### config.mk
export PLATFORM = sky130hd
export DESIGN_NAME = mix_col_pipe_flat
export DESIGN_NICKNAME = d
export VERILOG_FILES = /design/src/rtl/mix_col_if.sv /design/src/rtl/mix_col_pipe.sv /design/src/flat_wrapper.sv
export SDC_FILE = /design/constraint.sdc
export NUM_CORES = 2
export LEC_CHECK = 0
export CAP_MARGIN = 25
export CORE_MARGIN = 2
export CORE_UTILIZATION = 30
export DETAILED_ROUTE_END_ITERATION = 6
export SYNTH_ARGS = -nofsm -noshare
export SYNTH_HDL_FRONTEND = slang
export SYNTH_SLANG_ARGS = --single-unit
### constraint.sdc
create_clock -name Clk -period 2.5 [get_ports Clk]
set_input_delay 0.375 -clock Clk [delete_from_list [all_inputs] [get_ports Clk]]
set_output_delay 0.375 -clock Clk [all_outputs]
set_load 0.02 [all_outputs]
### src/rtl/mix_col_if.sv
// Stream interface for the MixColumns pipeline: an upstream beat channel,
// a downstream result channel and the completed-beat counter.
interface mix_col_if #(
  parameter int NCOL  = 4,
  parameter int CNT_W = 16
);
  logic                  InValid;
  logic                  InReady;
  logic [32*NCOL-1:0]    DataIn;
  logic                  Inv;
  logic                  Bypass;
  logic                  OutValid;
  logic                  OutReady;
  logic [32*NCOL-1:0]    DataOut;
  logic [CNT_W-1:0]      BeatCount;

  modport slave (
    input  InValid, DataIn, Inv, Bypass, OutReady,
    output InReady, OutValid, DataOut, BeatCount
  );

  modport master (
    output InValid, DataIn, Inv, Bypass, OutReady,
    input  InReady, OutValid, DataOut, BeatCount
  );
endinterface

### src/rtl/mix_col_pipe.sv
// Two-stage AES MixColumns / InvMixColumns pipeline with per-beat mode,
// bypass for the final round, valid/ready backpressure and a saturating beat counter.
module mix_col_pipe #(
  parameter int NCOL  = 4,
  parameter int CNT_W = 16
) (
  input  logic      Clk,
  input  logic      Rst,
  mix_col_if.slave  bus
);

  localparam int NB = 4 * NCOL;

  function automatic logic [7:0] xtime(input logic [7:0] b);
    return {b[6:0], 1'b0} ^ (b[7] ? 8'h1B : 8'h00);
  endfunction

  // tv packs {x^3 b, x^2 b, x b, b}; each coefficient bit picks one term.
  function automatic logic [7:0] gf_mul(input logic [31:0] tv, input logic [3:0] k);
    return ({8{k[0]}} & tv[7:0])   ^ ({8{k[1]}} & tv[15:8]) ^
           ({8{k[2]}} & tv[23:16]) ^ ({8{k[3]}} & tv[31:24]);
  endfunction

  function automatic logic [CNT_W-1:0] sat_inc(input logic [CNT_W-1:0] v);
    return (&v) ? v : v + 1'b1;
  endfunction

  logic                    vld_p1_q;
  logic                    inv_p1_q;
  logic                    byp_p1_q;
  logic [NB-1:0][31:0]     terms_p1_q;
  logic [NB-1:0][31:0]     terms_p1_d;

  logic                    vld_p2_q;
  logic [32*NCOL-1:0]      data_p2_q;
  logic [0:NB-1][7:0]      data_p2_d;

  logic [CNT_W-1:0]        cnt_q;
  logic [CNT_W-1:0]        cnt_d;

  logic [0:NB-1][7:0]      din_b;
  logic                    stall;
  logic                    in_rdy;
  logic                    in_xfer;
  logic                    out_vld;
  logic                    out_xfer;

  assign stall    = vld_p2_q && !bus.OutReady;
  assign in_rdy   = !stall && !Rst;
  assign in_xfer  = bus.InValid && in_rdy;
  assign out_vld  = vld_p2_q && !Rst;
  assign out_xfer = out_vld && bus.OutReady;
  assign cnt_d    = out_xfer ? sat_inc(cnt_q) : cnt_q;

  // Byte 0 is s0 of column 0, i.e. the MSB of the bus.
  assign din_b = bus.DataIn;

  for (genvar n = 0; n < NB; n++) begin : g_byte
    localparam int BASE = 4 * (n / 4);
    localparam int R    = n % 4;
    localparam int I0   = BASE + R;
    localparam int I1   = BASE + (R + 1) % 4;
    localparam int I2   = BASE + (R + 2) % 4;
    localparam int I3   = BASE + (R + 3) % 4;

    logic [7:0] x2, x4, x8;
    logic [7:0] fwd, inv;

    assign x2 = xtime(din_b[n]);
    assign x4 = xtime(x2);
    assign x8 = xtime(x4);
    assign terms_p1_d[n] = {x8, x4, x2, din_b[n]};

    // Row r uses the circulant coefficients rotated by r within its column.
    assign fwd = gf_mul(terms_p1_q[I0], 4'h2) ^ gf_mul(terms_p1_q[I1], 4'h3) ^
                 gf_mul(terms_p1_q[I2], 4'h1) ^ gf_mul(terms_p1_q[I3], 4'h1);
    assign inv = gf_mul(terms_p1_q[I0], 4'hE) ^ gf_mul(terms_p1_q[I1], 4'hB) ^
                 gf_mul(terms_p1_q[I2], 4'hD) ^ gf_mul(terms_p1_q[I3], 4'h9);

    assign data_p2_d[n] = byp_p1_q ? terms_p1_q[n][7:0] : (inv_p1_q ? inv : fwd);
  end

  always_ff @(posedge Clk) begin
    if (Rst) begin
      vld_p1_q   <= 1'b0;
      inv_p1_q   <= 1'b0;
      byp_p1_q   <= 1'b0;
      terms_p1_q <= '0;
      vld_p2_q   <= 1'b0;
      data_p2_q  <= '0;
      cnt_q      <= '0;
    end else begin
      if (!stall) begin
        // ---- stage p1: capture byte and its xtime powers ----
        vld_p1_q <= in_xfer;
        if (in_xfer) begin
          inv_p1_q   <= bus.Inv;
          byp_p1_q   <= bus.Bypass;
          terms_p1_q <= terms_p1_d;
        end
        // ---- stage p2: XOR-combine into the selected mode result ----
        vld_p2_q <= vld_p1_q;
        if (vld_p1_q) begin
          data_p2_q <= data_p2_d;
        end
      end
      cnt_q <= cnt_d;
    end
  end

  assign bus.InReady   = in_rdy;
  assign bus.OutValid  = out_vld;
  assign bus.DataOut   = Rst ? '0 : data_p2_q;
  assign bus.BeatCount = cnt_q;

endmodule

### src/flat_wrapper.sv
// flat-port wrapper written by rule: the top's interface ports become plain ports
module mix_col_pipe_flat 
#(
  parameter int NCOL  = 4,
  parameter int CNT_W = 16
)
  (Clk, Rst, bus_InValid, bus_DataIn, bus_Inv, bus_Bypass, bus_OutReady, bus_InReady, bus_OutValid, bus_DataOut, bus_BeatCount);
  mix_col_if #(.NCOL(NCOL), .CNT_W(CNT_W)) bus_i ();
  input  logic Clk;
  input  logic Rst;
  input wire logic [$bits(bus_i.InValid)-1:0] bus_InValid;
  input wire logic [$bits(bus_i.DataIn)-1:0] bus_DataIn;
  input wire logic [$bits(bus_i.Inv)-1:0] bus_Inv;
  input wire logic [$bits(bus_i.Bypass)-1:0] bus_Bypass;
  input wire logic [$bits(bus_i.OutReady)-1:0] bus_OutReady;
  output wire logic [$bits(bus_i.InReady)-1:0] bus_InReady;
  output wire logic [$bits(bus_i.OutValid)-1:0] bus_OutValid;
  output wire logic [$bits(bus_i.DataOut)-1:0] bus_DataOut;
  output wire logic [$bits(bus_i.BeatCount)-1:0] bus_BeatCount;
  assign bus_i.InValid = bus_InValid;
  assign bus_i.DataIn = bus_DataIn;
  assign bus_i.Inv = bus_Inv;
  assign bus_i.Bypass = bus_Bypass;
  assign bus_i.OutReady = bus_OutReady;
  assign bus_InReady = bus_i.InReady;
  assign bus_OutValid = bus_i.OutValid;
  assign bus_DataOut = bus_i.DataOut;
  assign bus_BeatCount = bus_i.BeatCount;
  mix_col_pipe #(.NCOL(NCOL), .CNT_W(CNT_W)) u_core (.Clk(Clk), .Rst(Rst), .bus(bus_i));
endmodule
==> impl_metrics.yaml <==
final_layout:
  fin_area_sq_mm: 0.0310
  regArea_sq_mm: 0.00841
  filler_cell_count: 8217
  finalNetCount: 3124
  multiInputGateArea_sq_mm: 0.0156
  syn2layout_area_growth_pct: 24.6
  final_cells: 4097
  layout-drive-gt1-share_pct: 7.20
global_route:
  antenna_found_initial: 7
  grt_use_met3_pct: 3.10
  grt_max_degree: 67
  busiest_layer: "met2"
  grt_pass1_wl_um: 119000
  track_usage_pct: 18.1
  grt_overflow_total: 0
  grtUsageMet1_pct: 23.2
  grt.met2_usage_pct: 31.2
  grt_pass1_vias: 19000
synth:
  synth_edf_count: 0
  synth_area_per_cell_sq_um: 8.95
  ys_ff_latch: 420
  synth_cell_type_count: 46
  ys_seq_area_share_pct: 33.8
  synth-warning-count: 0
  netlist_area_sq_mm: 0.0249
  netlist_instances: 2782
  syn_nets: 2917
  async_flop_share_pct: 0
  synthFlopType: "dfxtp_1"
clock_tree:
  cts-hold-fix-buffers: 0
  cts_tree: "built"
  cts_setup_buffers: 0
  cts_inserted_buffers: 51
  clk_latency_ps: 620
  cts_resized: 0
  htreeDepth: 2
  path_clk_slew_ps: 60
  root_buffer: "clkbuf_16"
  cts.sinks: 420
  cts_buffer_depth: 3
setup_path:
  cp-end-kind: "output port"
  cp.arrival_ps: 1980
  r2r_slack_ps: 310
  worst_setup_path_start_kind: "register"
  path_class: "register to output port"
  path_max_fanout: 2
  r2r.worst_path.cells: 6
  startpoint: "u_core.data_p2_q[115]$_SDFFE_PP0P_"
  timing.rr.start: "u_core.terms_p1_q[310]$_SDFFE_PP0P_"
  cp.required_ps: 2120
  r2r-end: "u_core.data_p2_q[54]$_SDFFE_PP0P_"
route:
  drt_iter0_markers: 1143
  drt_wl_total_um: 79400
  wl_per_cell_um: 19.4
  vias: 19300
  route.detailed.drc: 0
  viasPerCell: 4.71
  first_pass_iters: 5
  final_antenna_net_count: 0
sta:
  finalHoldViolations: 0
  worst_clock_skew_ps: 33.0
  rsz0062_at_grt: "no"
  fin_crit_sh_pct: 94.4
  hold_slack_ps: 250
  relSlewSlack_pct: 38.1
  fin_crit_ps: 2360
  max_clock_freq_mhz: 424
  tns_ps: 0
  slew_violations: 0
  tightest_slew_ps: 925
  setup_viol: 0
pwr:
  irDropWorstVdd_mv: 0.609
  p_leak_nw: 12.0
  total_power_mw: 21.6
  power_density_mw_per_mm2: 695
die:
  rows: 105
  fp.dieW_um: 292
  num_io_pins: 280
  core_area_sq_mm: 0.0821
  start_util_pct: 30.3
  die_area_sq_mm: 0.0853
  die_y_um: 292
placed_design:
  dpl_cell_area_sq_mm: 0.0292
  dp.cells: 4006
  place_congestion: 0.885
  dp_hpwl_um: 59300
  port_buffers: 279
min_path:
  hold_class: "input pin to register"
  worstHoldEndpoint: "u_core.terms_p1_q[99]$_SDFFE_PP0P_"
  min_from: "Rst"
  holdPathStages: 2
run:
  maxCapViolCount: 0
run_status:
  status: "completed"
## registers in the layout, summed over array words and instances, names as in the netlist
register / flops
u_core.vld_p1_q: 1
u_core.byp_p1_q: 1
u_core.terms_p1_q: 272
u_core.inv_p1_q: 1
u_core.data_p2_q: 128
u_core.vld_p2_q: 1
u_core.bus.BeatCount: 16
## power breakdown
| group | internal [mW] | switching, mW |
|---|---|---|
| sequential | 7.17 | 0.428 |
| clock | 4.81 | 3.13 |
| combinational | 3.13 | 2.91 |
## per-stage QoR
step,setup slack [ps],util (%)
after global placement,201,35.6
after CTS,96.9,37.8
after detailed placement,185,35.6
final,141,37.8
after floorplan,522,-
after global routing,115,37.8
## how the worst max path moves through the flow
stage,end,slack [ps],cells after the start
2_1_floorplan,u_core.data_p2_q[61]$_SDFFE_PP0P_,520,6
3_3_place_gp,u_core.data_p2_q[115]$_SDFFE_PP0P_,200,6
3_5_place_dp,u_core.data_p2_q[124]$_SDFFE_PP0P_,180,6
4_1_cts,bus_DataOut[115],100,2
5_1_grt,bus_DataOut[115],110,2
6_report,bus_DataOut[115],140,2
## routing by layer
| metal | routed length, um | vias up | part of all wire [%] |
|---|---|---|---|
| li1 | - | 9516 | - |
| met1 | 34300 | 9194 | 43 |
| met2 | 38300 | 464 | 48 |
| met3 | 4540 | 117 | 5.7 |
| met4 | 2150 | 12 | 2.7 |
| met5 | 63 | - | 0.079 |
## cell families after synthesis
kind of cell    Yosys count  share of synthesized area (%)
compound gates          446                           11.4
xor+xnor                801                           33.2
fa+ha+maj                 1                         0.0503
buf+inv                 237                           3.80
flops                   420                           33.8
mux                      75                           3.03
simple gates            802                           14.7
## cell usage in the layout, fill, tap and decap left out, drive strengths merged, types with 4 or more instances in the layout
cell,instances
clkdlybuf4s50,277
and2,10
o2bb2ai,79
bufinv,7
xnor2,553
nor2,178
dfxtp,420
xnor3,79
a22oi,12
nand3b,5
nand2b,70
nor3,6
nand3,4
o22ai,8
a32o,6
mux2i,73
o21ai,89
and3,21
a22o,4
buf,109
clkbuf,71
a211oi,55
inv,6
nand2,368
nor2b,133
clkinv,9
nand4,5
a221o,12
xor2,167
a21oi,171
## cell usage after synthesis (9+ instances only)
cell / count / area share (%)
xnor2_1: 537 / 19
dfxtp_1: 420 / 34
nand2_1: 367 / 5.5
nor2_1: 178 / 2.7
clkbuf_1: 176 / 2.7
a21oi_1: 171 / 3.4
xor2_1: 167 / 5.9
nor2b_1: 133 / 3.3
o21ai_0: 88 / 1.8
o2bb2ai_1: 79 / 2.8
xnor3_1: 79 / 7.1
mux2i_1: 73 / 2.9
nand2b_1: 70 / 1.8
a211oi_1: 55 / 1.7
buf_2: 40 / 0.80
and3_1: 21 / 0.53
buf_1: 14 / 0.21
xnor2_2: 14 / 0.91
a221o_1: 12 / 0.48
a22oi_1: 12 / 0.36
and2_1: 9 / 0.23
## cell type report
cell class | count | area share, %
timing repair buffer | 386 | 12.6
clock buffer | 71 | 4.71
tap | 1070 | 4.31
sequential | 420 | 27.1
clock inverter | 19 | 1.03
antenna | 1 | 0.00806
inverter | 5 | 0.0686
multi-input combinational | 2125 | 50.2
## critical path: stages (launching register included)
cell             delay, ps
dfxtp_1                300
nor2b_1                390
clkdlybuf4s50_1        700
No activity file was read; power rests on OpenSTA's default activity.
